--- config.mk ---
export PLATFORM = sky130hd
export DESIGN_NAME = rv32_mem_arbiter
export DESIGN_NICKNAME = d
export VERILOG_FILES = /design/src/rtl/rv32_types.sv /design/src/rtl/rv32_rr_pick2.sv /design/src/rtl/rv32_mem_arbiter.sv
export SDC_FILE = /design/constraint.sdc
export NUM_CORES = 1
export LEC_CHECK = 0
export CORE_MARGIN = 2
export CORE_UTILIZATION = 30
export CTS_BUF_LIST = sky130_fd_sc_hd__clkbuf_2 sky130_fd_sc_hd__clkbuf_4 sky130_fd_sc_hd__clkbuf_8
export DETAILED_ROUTE_END_ITERATION = 10
export HOLD_SLACK_MARGIN = 0.06
export PLACE_DENSITY = 0.79
export SKIP_CTS_REPAIR_TIMING = 1
export SLEW_MARGIN = 10
export SYNTH_ARGS = -nofsm -noshare
export SYNTH_HDL_FRONTEND = slang
export SYNTH_SLANG_ARGS = --single-unit
--- constraint.sdc ---
create_clock -name clk -period 3.3 [get_ports clk]
set_input_delay 0.495 -clock clk [delete_from_list [all_inputs] [get_ports clk]]
set_output_delay 0.495 -clock clk [all_outputs]
set_load 0.01 [all_outputs]
--- src/rtl/rv32_types.sv ---
// Shared RV32 memory-bus types plus the arbiter state encoding and timeout-counter width.
package rv32_types;

    typedef enum logic [1:0] {
        MEM_NOP   = 2'd0,
        MEM_LOAD  = 2'd1,
        MEM_STORE = 2'd2
    } mem_op_t;

    typedef struct packed {
        mem_op_t     op;
        logic [31:0] addr;
        logic [31:0] wdata;
        logic [3:0]  wstrb;
    } memory_request_t;

    typedef enum logic [1:0] {
        IDLE   = 2'd0,
        BUSY_D = 2'd1,
        BUSY_I = 2'd2
    } arb_state_t;

    typedef enum logic {
        PORT_D = 1'b0,
        PORT_I = 1'b1
    } arb_port_t;

    localparam int ARB_TIMEOUT_W = 10;

    localparam memory_request_t MEM_REQ_IDLE = '{op: MEM_NOP, addr: 32'd0, wdata: 32'd0, wstrb: 4'd0};

endpackage

--- src/rtl/rv32_rr_pick2.sv ---
// Two-way round-robin pick: on a tie the port that did not win last time is chosen.
module rv32_rr_pick2
    import rv32_types::*;
(
    input  logic      valid_d,
    input  logic      valid_i,
    input  arb_port_t last_grant,
    output logic      grant_valid,
    output arb_port_t grant
);

    // NOTE: every output gets a default first so no path through the block can infer a latch.
    always_comb begin
        grant_valid = valid_d | valid_i;
        grant       = PORT_D;
        if (valid_d && valid_i) begin
            if (last_grant == PORT_D)
                grant = PORT_I;
            else
                grant = PORT_D;
        end else if (valid_i) begin
            grant = PORT_I;
        end
    end

endmodule

--- src/rtl/rv32_mem_arbiter.sv ---
// Shares one memory bus between the data and instruction-fetch ports, with a
// per-transaction timeout that completes the stuck port with zero data and a sticky error.
module rv32_mem_arbiter
    import rv32_types::*;
#(
    parameter int TIMEOUT_CYCLES = 255
) (
    input  logic            clk,
    input  logic            resetn,
    input  memory_request_t d_request,
    output logic            d_done,
    output logic [31:0]     d_rdata,
    input  memory_request_t i_request,
    output logic            i_done,
    output logic [31:0]     i_rdata,
    output memory_request_t mem_request,
    input  logic            mem_done,
    input  logic [31:0]     mem_rdata,
    output logic            bus_error
);

    localparam logic [ARB_TIMEOUT_W-1:0] TIMEOUT_LIMIT = ARB_TIMEOUT_W'(TIMEOUT_CYCLES);

    arb_state_t                state;
    memory_request_t           latch;
    logic [ARB_TIMEOUT_W-1:0]  count;
    arb_port_t                 last_grant;

    logic      grant_valid;
    arb_port_t grant;
    logic      busy;
    logic      owner_live;
    logic      timed_out;
    logic      finish;

    rv32_rr_pick2 u_pick (
        .valid_d     (d_request.op != MEM_NOP),
        .valid_i     (i_request.op != MEM_NOP),
        .last_grant  (last_grant),
        .grant_valid (grant_valid),
        .grant       (grant)
    );

    // The count holds the number of busy cycles already spent without mem_done,
    // so the timeout fires in the first busy cycle after TIMEOUT_CYCLES of them.
    assign busy       = (state != IDLE);
    assign timed_out  = busy && !mem_done && (count == TIMEOUT_LIMIT);
    assign finish     = busy && (mem_done || timed_out);
    assign owner_live = ((state == BUSY_D) && (d_request.op != MEM_NOP)) ||
                        ((state == BUSY_I) && (i_request.op != MEM_NOP));

    // The latch is cleared whenever the FSM is idle, so it drives the bus directly.
    assign mem_request = latch;

    always_comb begin
        d_done  = 1'b0;
        d_rdata = 32'd0;
        i_done  = 1'b0;
        i_rdata = 32'd0;
        // A completion during reset belongs to an abandoned transaction.
        if (resetn && finish && owner_live) begin
            if (state == BUSY_D) begin
                d_done  = 1'b1;
                d_rdata = mem_done ? mem_rdata : 32'd0;
            end else begin
                i_done  = 1'b1;
                i_rdata = mem_done ? mem_rdata : 32'd0;
            end
        end
    end

    // NOTE: all state updates are non-blocking so every register samples the pre-edge values.
    always_ff @(posedge clk) begin
        if (!resetn) begin
            state      <= IDLE;
            latch      <= MEM_REQ_IDLE;
            count      <= '0;
            last_grant <= PORT_I;
            bus_error  <= 1'b0;
        end else begin
            case (state)
                IDLE: begin
                    if (grant_valid) begin
                        latch      <= (grant == PORT_D) ? d_request : i_request;
                        state      <= (grant == PORT_D) ? BUSY_D : BUSY_I;
                        last_grant <= grant;
                        count      <= '0;
                    end
                end
                BUSY_D, BUSY_I: begin
                    if (finish) begin
                        state <= IDLE;
                        latch <= MEM_REQ_IDLE;
                        if (timed_out)
                            bus_error <= 1'b1;
                    end else begin
                        count <= count + 1'b1;
                    end
                end
                default: begin
                    state <= IDLE;
                    latch <= MEM_REQ_IDLE;
                end
            endcase
        end
    end

endmodule

==> results of run 1 <==
cells in the mapped netlist:
master	number	share of area [%]
a2111oi_0	2	0.38
a2111oi_2	1	0.32
a211oi_1	4	0.65
a211oi_4	1	0.43
a21o_1	1	0.16
a21oi_1	7	0.76
a21oi_2	1	0.19
a22o_1	2	0.38
a31o_1	1	0.19
and2_1	64	8.6
and3_1	1	0.14
buf_2	18	1.9
buf_6	7	1.7
clkbuf_1	7	0.57
dfxtp_1	84	36
ha_1	4	1.1
inv_1	5	0.40
inv_2	1	0.081
mux2i_1	77	17
nand2_1	15	1.2
nand2b_1	7	0.94
nand3_1	4	0.43
nand4_1	1	0.14
nor2_1	3	0.24
nor3_2	1	0.22
nor3b_2	1	0.27
nor4_1	2	0.27
nor4_4	1	0.46
o21a_1	2	0.32
o21ai_0	3	0.32
o21ai_1	1	0.11
o2bb2ai_1	1	0.19
o2bb2ai_2	70	23
o41ai_2	3	1.1
or3_1	2	0.27
worst max-delay path by stage:
stage | end | slack (ns)
2_1_floorplan | i_rdata[10] | 1.23
3_3_place_gp | i_rdata[1] | 0.22
3_5_place_dp | i_rdata[15] | 0.19
4_1_cts | i_rdata[15] | 0.16
5_1_grt | d_done | 0.04
6_report | i_rdata[15] | 0.15
cell families (layout without fill, tap and decap cells):
kind of cell	count (synthesis)	after routing
buffers and inverters	38	351
DFF	84	84
adders and majority gates	4	4
other	0	1
muxes	77	77
and+or+nand+nor	102	102
AOI/OAI and AO/OA	100	100
cell type report:
| cell class | count | area, um^2 | area share [%] |
|---|---|---|---|
| Sequential cell | 84 | 1682 | 20.43 |
| Multi-Input combinational cell | 283 | 2774 | 33.69 |
| Tap cell | 188 | 235.2 | 2.857 |
| Antenna cell | 1 | 2.502 | 0.03040 |
| Clock inverter | 5 | 61.31 | 0.7447 |
| Inverter | 6 | 22.52 | 0.2736 |
| Timing Repair Buffer | 329 | 3311 | 40.21 |
| Clock buffer | 11 | 145.1 | 1.763 |
routing by layer:
| metal | vias to the layer above | global-route usage (%) |
|---|---|---|
| met5 | - | 0 |
| met4 | 0 | 5.947 |
| met3 | 18 | 4.883 |
| met2 | 210 | 37.08 |
| met1 | 2003 | 19.32 |
| li1 | 2127 | - |
worst max-delay path, cell delays in order:
cell	delay, ns
clkdlybuf4s50_1	0.48
o21ai_1	0.16
or3_1	0.39
nor3_2	0.22
buf_12	0.20
and2_1	0.16
clkdlybuf4s50_1	0.55
where the power goes:
group	leakage [nW]	total (mW)	switching, mW	internal [mW]
Sequential	0.690	1.65	0.270	1.38
Clock	0.107	0.749	0.367	0.382
Combinational	2.41	2.69	1.31	1.37
cells in the final DEF, fill, tap and decap left out, types with 3 or more instances in the layout:
cell type	synthesis	routed
clkdlybuf4s50_1	0	311
dfxtp_1	84	84
mux2i_1	77	77
o2bb2ai_2	70	70
and2_1	64	64
nand2_1	15	15
buf_4	0	13
clkbuf_8	0	10
nand2b_1	7	7
a21oi_1	7	7
inv_1	5	5
buf_12	0	5
a211oi_1	4	4
ha_1	4	4
nor2_1	3	3
nand3_1	4	3
o41ai_2	3	3
clkinv_4	0	3
flip-flops by register name, indices dropped and copies added (netlist names):
register,flops
bus_error,1
count,10
last_grant,1
mem_request,70
state,2
stage by stage:
| stage | cells | setup WS [ns] | cell area (um^2) |
|---|---|---|---|
| final | 907 | 0.1472 | 8233 |
| after global routing | 907 | 0.03814 | 8233 |
| after CTS | 906 | 0.1560 | 8230 |
| after detailed placement | 890 | 0.1919 | 8024 |
| after global placement | 890 | 0.2226 | 8024 |
| after floorplan | 405 | 1.234 | 4637 |
==> flow_summary.yaml, run 1 <==
run_status:
  run_status: "complete, no violations"
cts:
  clock-root-buffer: "clkbuf_8"
  cts_tree: "done"
  clk-insertion-delay-late_ns: 0.35
  cts_buffer_depth: 2
  clkSinkCount: 84
  path_clk_slew_ns: 0.07
  numCtsBuffers: 9
  h-tree-depth: 3
logic_synthesis:
  synthXorXnorAreaFrac_pct: 0
  syn_avg_cell_area_um2: 11.45
  synth_cells: 405
  synth_fp_nets: 584
  syn_area_um2: 4637
  synth.area.mux_share_pct: 16.62
  synth.ff_latch_count: 84
  synth_top_family_by_area: "compound AO/OA/AOI/OAI gates"
  synth-simple-area-share_pct: 13.22
  synth-seq-area-share_pct: 36.27
  yosysWarnings: 0
  synth_fa_ha_area_share_pct: 1.079
  synth_compound_area_share_pct: 28.12
  synth_cell_types: 35
drt:
  vias: 4358
  wire_per_inst_um: 17.92
  wl_met1_um: 6030
  top_layer: "met4"
  drt_iter0_markers: 121
  wl_met2_um: 8622
  dr.pass1.iters: 4
  via_per_inst: 4.805
  wl_met3_um: 1300
  ant_nets: 0
  routed_wl_um: 16260
  detail_route.drc_violations: 0
timing:
  min_period_ns: 3.153
  slew_headroom_pct: 30.86
  clock.fmax_mhz: 317.2
  skew_ns: 0.01275
  period_share_pct: 95.54
  worst_slew_pin_slew_ns: 1.026
  finalMaxSlewViolations: 0
  finalSetupTns_ns: 0
  rsz0062_at_grt: "no"
  setup_viol: 0
  hold_viol: 0
  holdWs_ns: 0.4742
worst_setup_path:
  criticalPathCategory: "in2out"
  critPathLaunchType: "input port"
  critPathLaunch: "i_request[69]"
  reg2reg_slack_ns: 0.93
  crit_path_end_kind: "primary output"
  crit_fanout: 32
  cp_data_required_time_ns: 2.80
  r2r-start: "count[0]$_SDFFE_PN0P_"
  arrival_ns: 2.66
  rr_endpoint: "count[2]$_SDFFE_PN0P_"
  r2r_cells: 5
global_routing:
  antenna_found_initial: 1
  grt_pass1_wl_um: 24250
  grt_max_degree: 55
  grt_usage_pct: 18.87
  grt_pass1_vias: 4612
  overflow: 0
hold_path:
  hold_class: "reg2reg"
  hp-start: "mem_request[45]$_SDFFE_PN0P_"
  hold_depth: 1
  min_to: "mem_request[45]$_SDFFE_PN0P_"
die:
  die_h_um: 128.3
  initial_core_util_pct: 30.62
  die_w_um: 128.3
  dieArea_um2: 16470
  num_rows: 45
  core_area_um2: 15150
  ios: 312
power_and_ir_drop:
  p_leak_nw: 3.206
  ir_drop_mv: 0.3877
  power.density_nw_per_um2: 617.4
  finalPower_mw: 5.083
place:
  dpl.hpwl_um: 13110
  gp_congestion: 0.8009
  portBuffers: 311
final_layout:
  area_growth_syn_to_layout_pct: 77.55
  drive_above_1_share_pct: 16.16
  final_nets: 892
  fillCellCount: 1275
  fin_util_pct: 54.36
flow_run:
  drv_cap: 0
No activity file was read; power rests on OpenSTA's default activity.
==> run 2: changes to the inputs <==
CELL_PAD_IN_SITES_DETAIL_PLACEMENT = 1   (was default)
CELL_PAD_IN_SITES_GLOBAL_PLACEMENT = 1   (was default)
CORE_UTILIZATION = 29   (was 30)
MAX_ROUTING_LAYER = met4   (was default)
PLACE_DENSITY = 0.95   (was 0.79)
==> run 2 against run 1 <==
  * Clock power is 14% higher
  * Combinational power is 2% higher
  * Clock skew is 0.0015 ns lower
  * First-iteration DRC count is 15% higher
  * Global-route usage is 1.9 points higher
  * Non-clock buffer count is 2 lower
  * Die area is 3.3% higher
  * Via count is 1.3% higher
  * Worst setup slack worse by 0.027 ns
  * Sequential share of layout area is 0.22 points lower
  * Critical path type unchanged
  * Highest routed layer unchanged
==> flow_summary.yaml, run 2 (synthesized netlist as in run 1, its figures left out) <==
run_status:
  run_status: "complete, no violations"
cts:
  clkSinkCount: 84
  clk-insertion-delay-late_ns: 0.37
  cts_tree: "done"
  h-tree-depth: 3
  path_clk_slew_ns: 0.07
  clock-root-buffer: "clkbuf_8"
  numCtsBuffers: 9
  cts_buffer_depth: 2
final_layout:
  final_common_cell: "clkdlybuf4s50_1"
  drive_above_1_share_pct: 16.20
  final_nets: 890
  area_growth_syn_to_layout_pct: 79.47
  final_cells: 932
  fin_util_pct: 52.77
  diodes: 0
  largest_reg_flops: 70
  fin_area_um2: 8322
  fillCellCount: 1687
  layout_common_cells: "clkdlybuf4s50_1 (311), dfxtp_1 (84), mux2i_1 (77)"
worst_setup_path:
  arrival_ns: 2.68
  critPathLaunch: "i_request[69]"
  crit_chain: "clkdlybuf4s50_1, o21ai_1, or3_1, nor3_2, buf_12, and2_1, clkdlybuf4s50_1"
  r2r-start: "count[0]$_SDFFE_PN0P_"
  crit_path_end_kind: "primary output"
  path_common_cell: "clkdlybuf4s50_1"
  cp_top_family: "buffers and inverters"
  critPathSlowestCell: "clkdlybuf4s50_1"
  cp_data_required_time_ns: 2.80
  criticalPathCategory: "in2out"
  critPathLaunchType: "input port"
  max_stage_delay_ns: 0.55
  critical_path_buf_inv_count: 3
  crit_fanout: 32
timing:
  slew_headroom_pct: 28.03
  finalMaxSlewViolations: 0
  clock.fmax_mhz: 314.5
  min_period_ns: 3.180
  setup_viol: 0
  finalSetupTns_ns: 0
  fin_ws_ns: 0.1201
  worst_slew_pin_slew_ns: 1.068
  rsz0062_at_grt: "no"
  hold_viol: 0
  skew_ns: 0.01129
  period_share_pct: 96.36
place:
  dpl.hpwl_um: 14640
  dpl.cell_count: 915
  postPlaceCellArea_um2: 8061
  gp_congestion: 0.7884
  portBuffers: 311
  place_ws_ns: 0.1475
global_routing:
  grt_pass1_vias: 4870
  antenna_found_initial: 0
  overflow: 0
  grt_max_degree: 39
  grt_usage_pct: 20.74
  grt_pass1_wl_um: 26050
power_and_ir_drop:
  ir_drop_mv: 0.4638
  p_int_mw: 3.215
  combPwrFrac_pct: 52.4
  power.density_nw_per_um2: 632.1
  p_leak_nw: 3.212
  power_switching_mw: 2.045
  p_sw_share_pct: 38.88
  seqPwrFrac_pct: 31.4
  clockPowerShare_pct: 16.3
drt:
  drt_iter0_markers: 139
  ant_nets: 0
  routed_wl_um: 18180
  vias: 4413
  wire_per_inst_um: 19.50
  via_per_inst: 4.735
  dr.pass1.iters: 4
  detail_route.drc_violations: 0
die:
  core_area_um2: 15770
  num_rows: 46
  die_h_um: 130.5
  die_w_um: 130.5
  dieArea_um2: 17020
  initial_core_util_pct: 29.40
  ios: 312
hold_path:
  hold_class: "reg2reg"
  hp-start: "mem_request[39]$_SDFFE_PN0P_"
flow_run:
  drv_cap: 0
==> run 2: cell types whose count changed in the layout (fill, tap and decap cells not counted), moves of 2 or more <==
cell,previous run,this run
buf_12,5,7
buf_4,13,9
clkinv_4,3,1
inv_6,0,2
==> run 2: path summary, 6_finish.rpt <==
check,end,slack [ns],depth (start not counted)
worst min-delay path,mem_request[39]$_SDFFE_PN0P_,0.48,1
worst min register to register,mem_request[39]$_SDFFE_PN0P_,0.48,1
worst max register to register,count[2]$_SDFFE_PN0P_,0.99,5
worst max-delay path,i_rdata[18],0.12,7
==> run 2: cell type report <==
| type | count | area, um^2 | share of cell area (%) |
|---|---|---|---|
| timing repair buffer | 327 | 3321 | 39.90 |
| multi-input combinational | 283 | 2795 | 33.59 |
| sequential | 84 | 1682 | 20.21 |
| tap | 216 | 270.3 | 3.248 |
| clock buffer | 10 | 137.6 | 1.654 |
| clock inverter | 6 | 93.84 | 1.128 |
| inverter | 6 | 22.52 | 0.2706 |
==> run 2: layer usage <==
metal | part of all wire (%) | GRT usage (%)
met4 | 1.6 | 6.008
met1 | 36 | 20.32
met3 | 7.2 | 4.235
met5 | 0 | -
met2 | 55 | 40.99
==> run 2: per-stage QoR <==
stage	hold WS, ns	power [mW]
4_1_cts	0.4790	5.326
6_report	0.4777	5.260
5_1_grt	0.4921	5.544
3_3_place_gp	0.4488	4.296
3_5_place_dp	0.4608	4.448
2_1_floorplan	0.4321	3.110
==> run 2: power groups by stage <==
stage	Clock (mW)	Combinational [mW]	Sequential, mW
finish	0.855	2.75	1.65
global route	0.930	2.92	1.70
CTS	0.878	2.79	1.66
detailed placement	0	2.77	1.68
global placement	0	2.65	1.64
floorplan	0	1.32	1.79
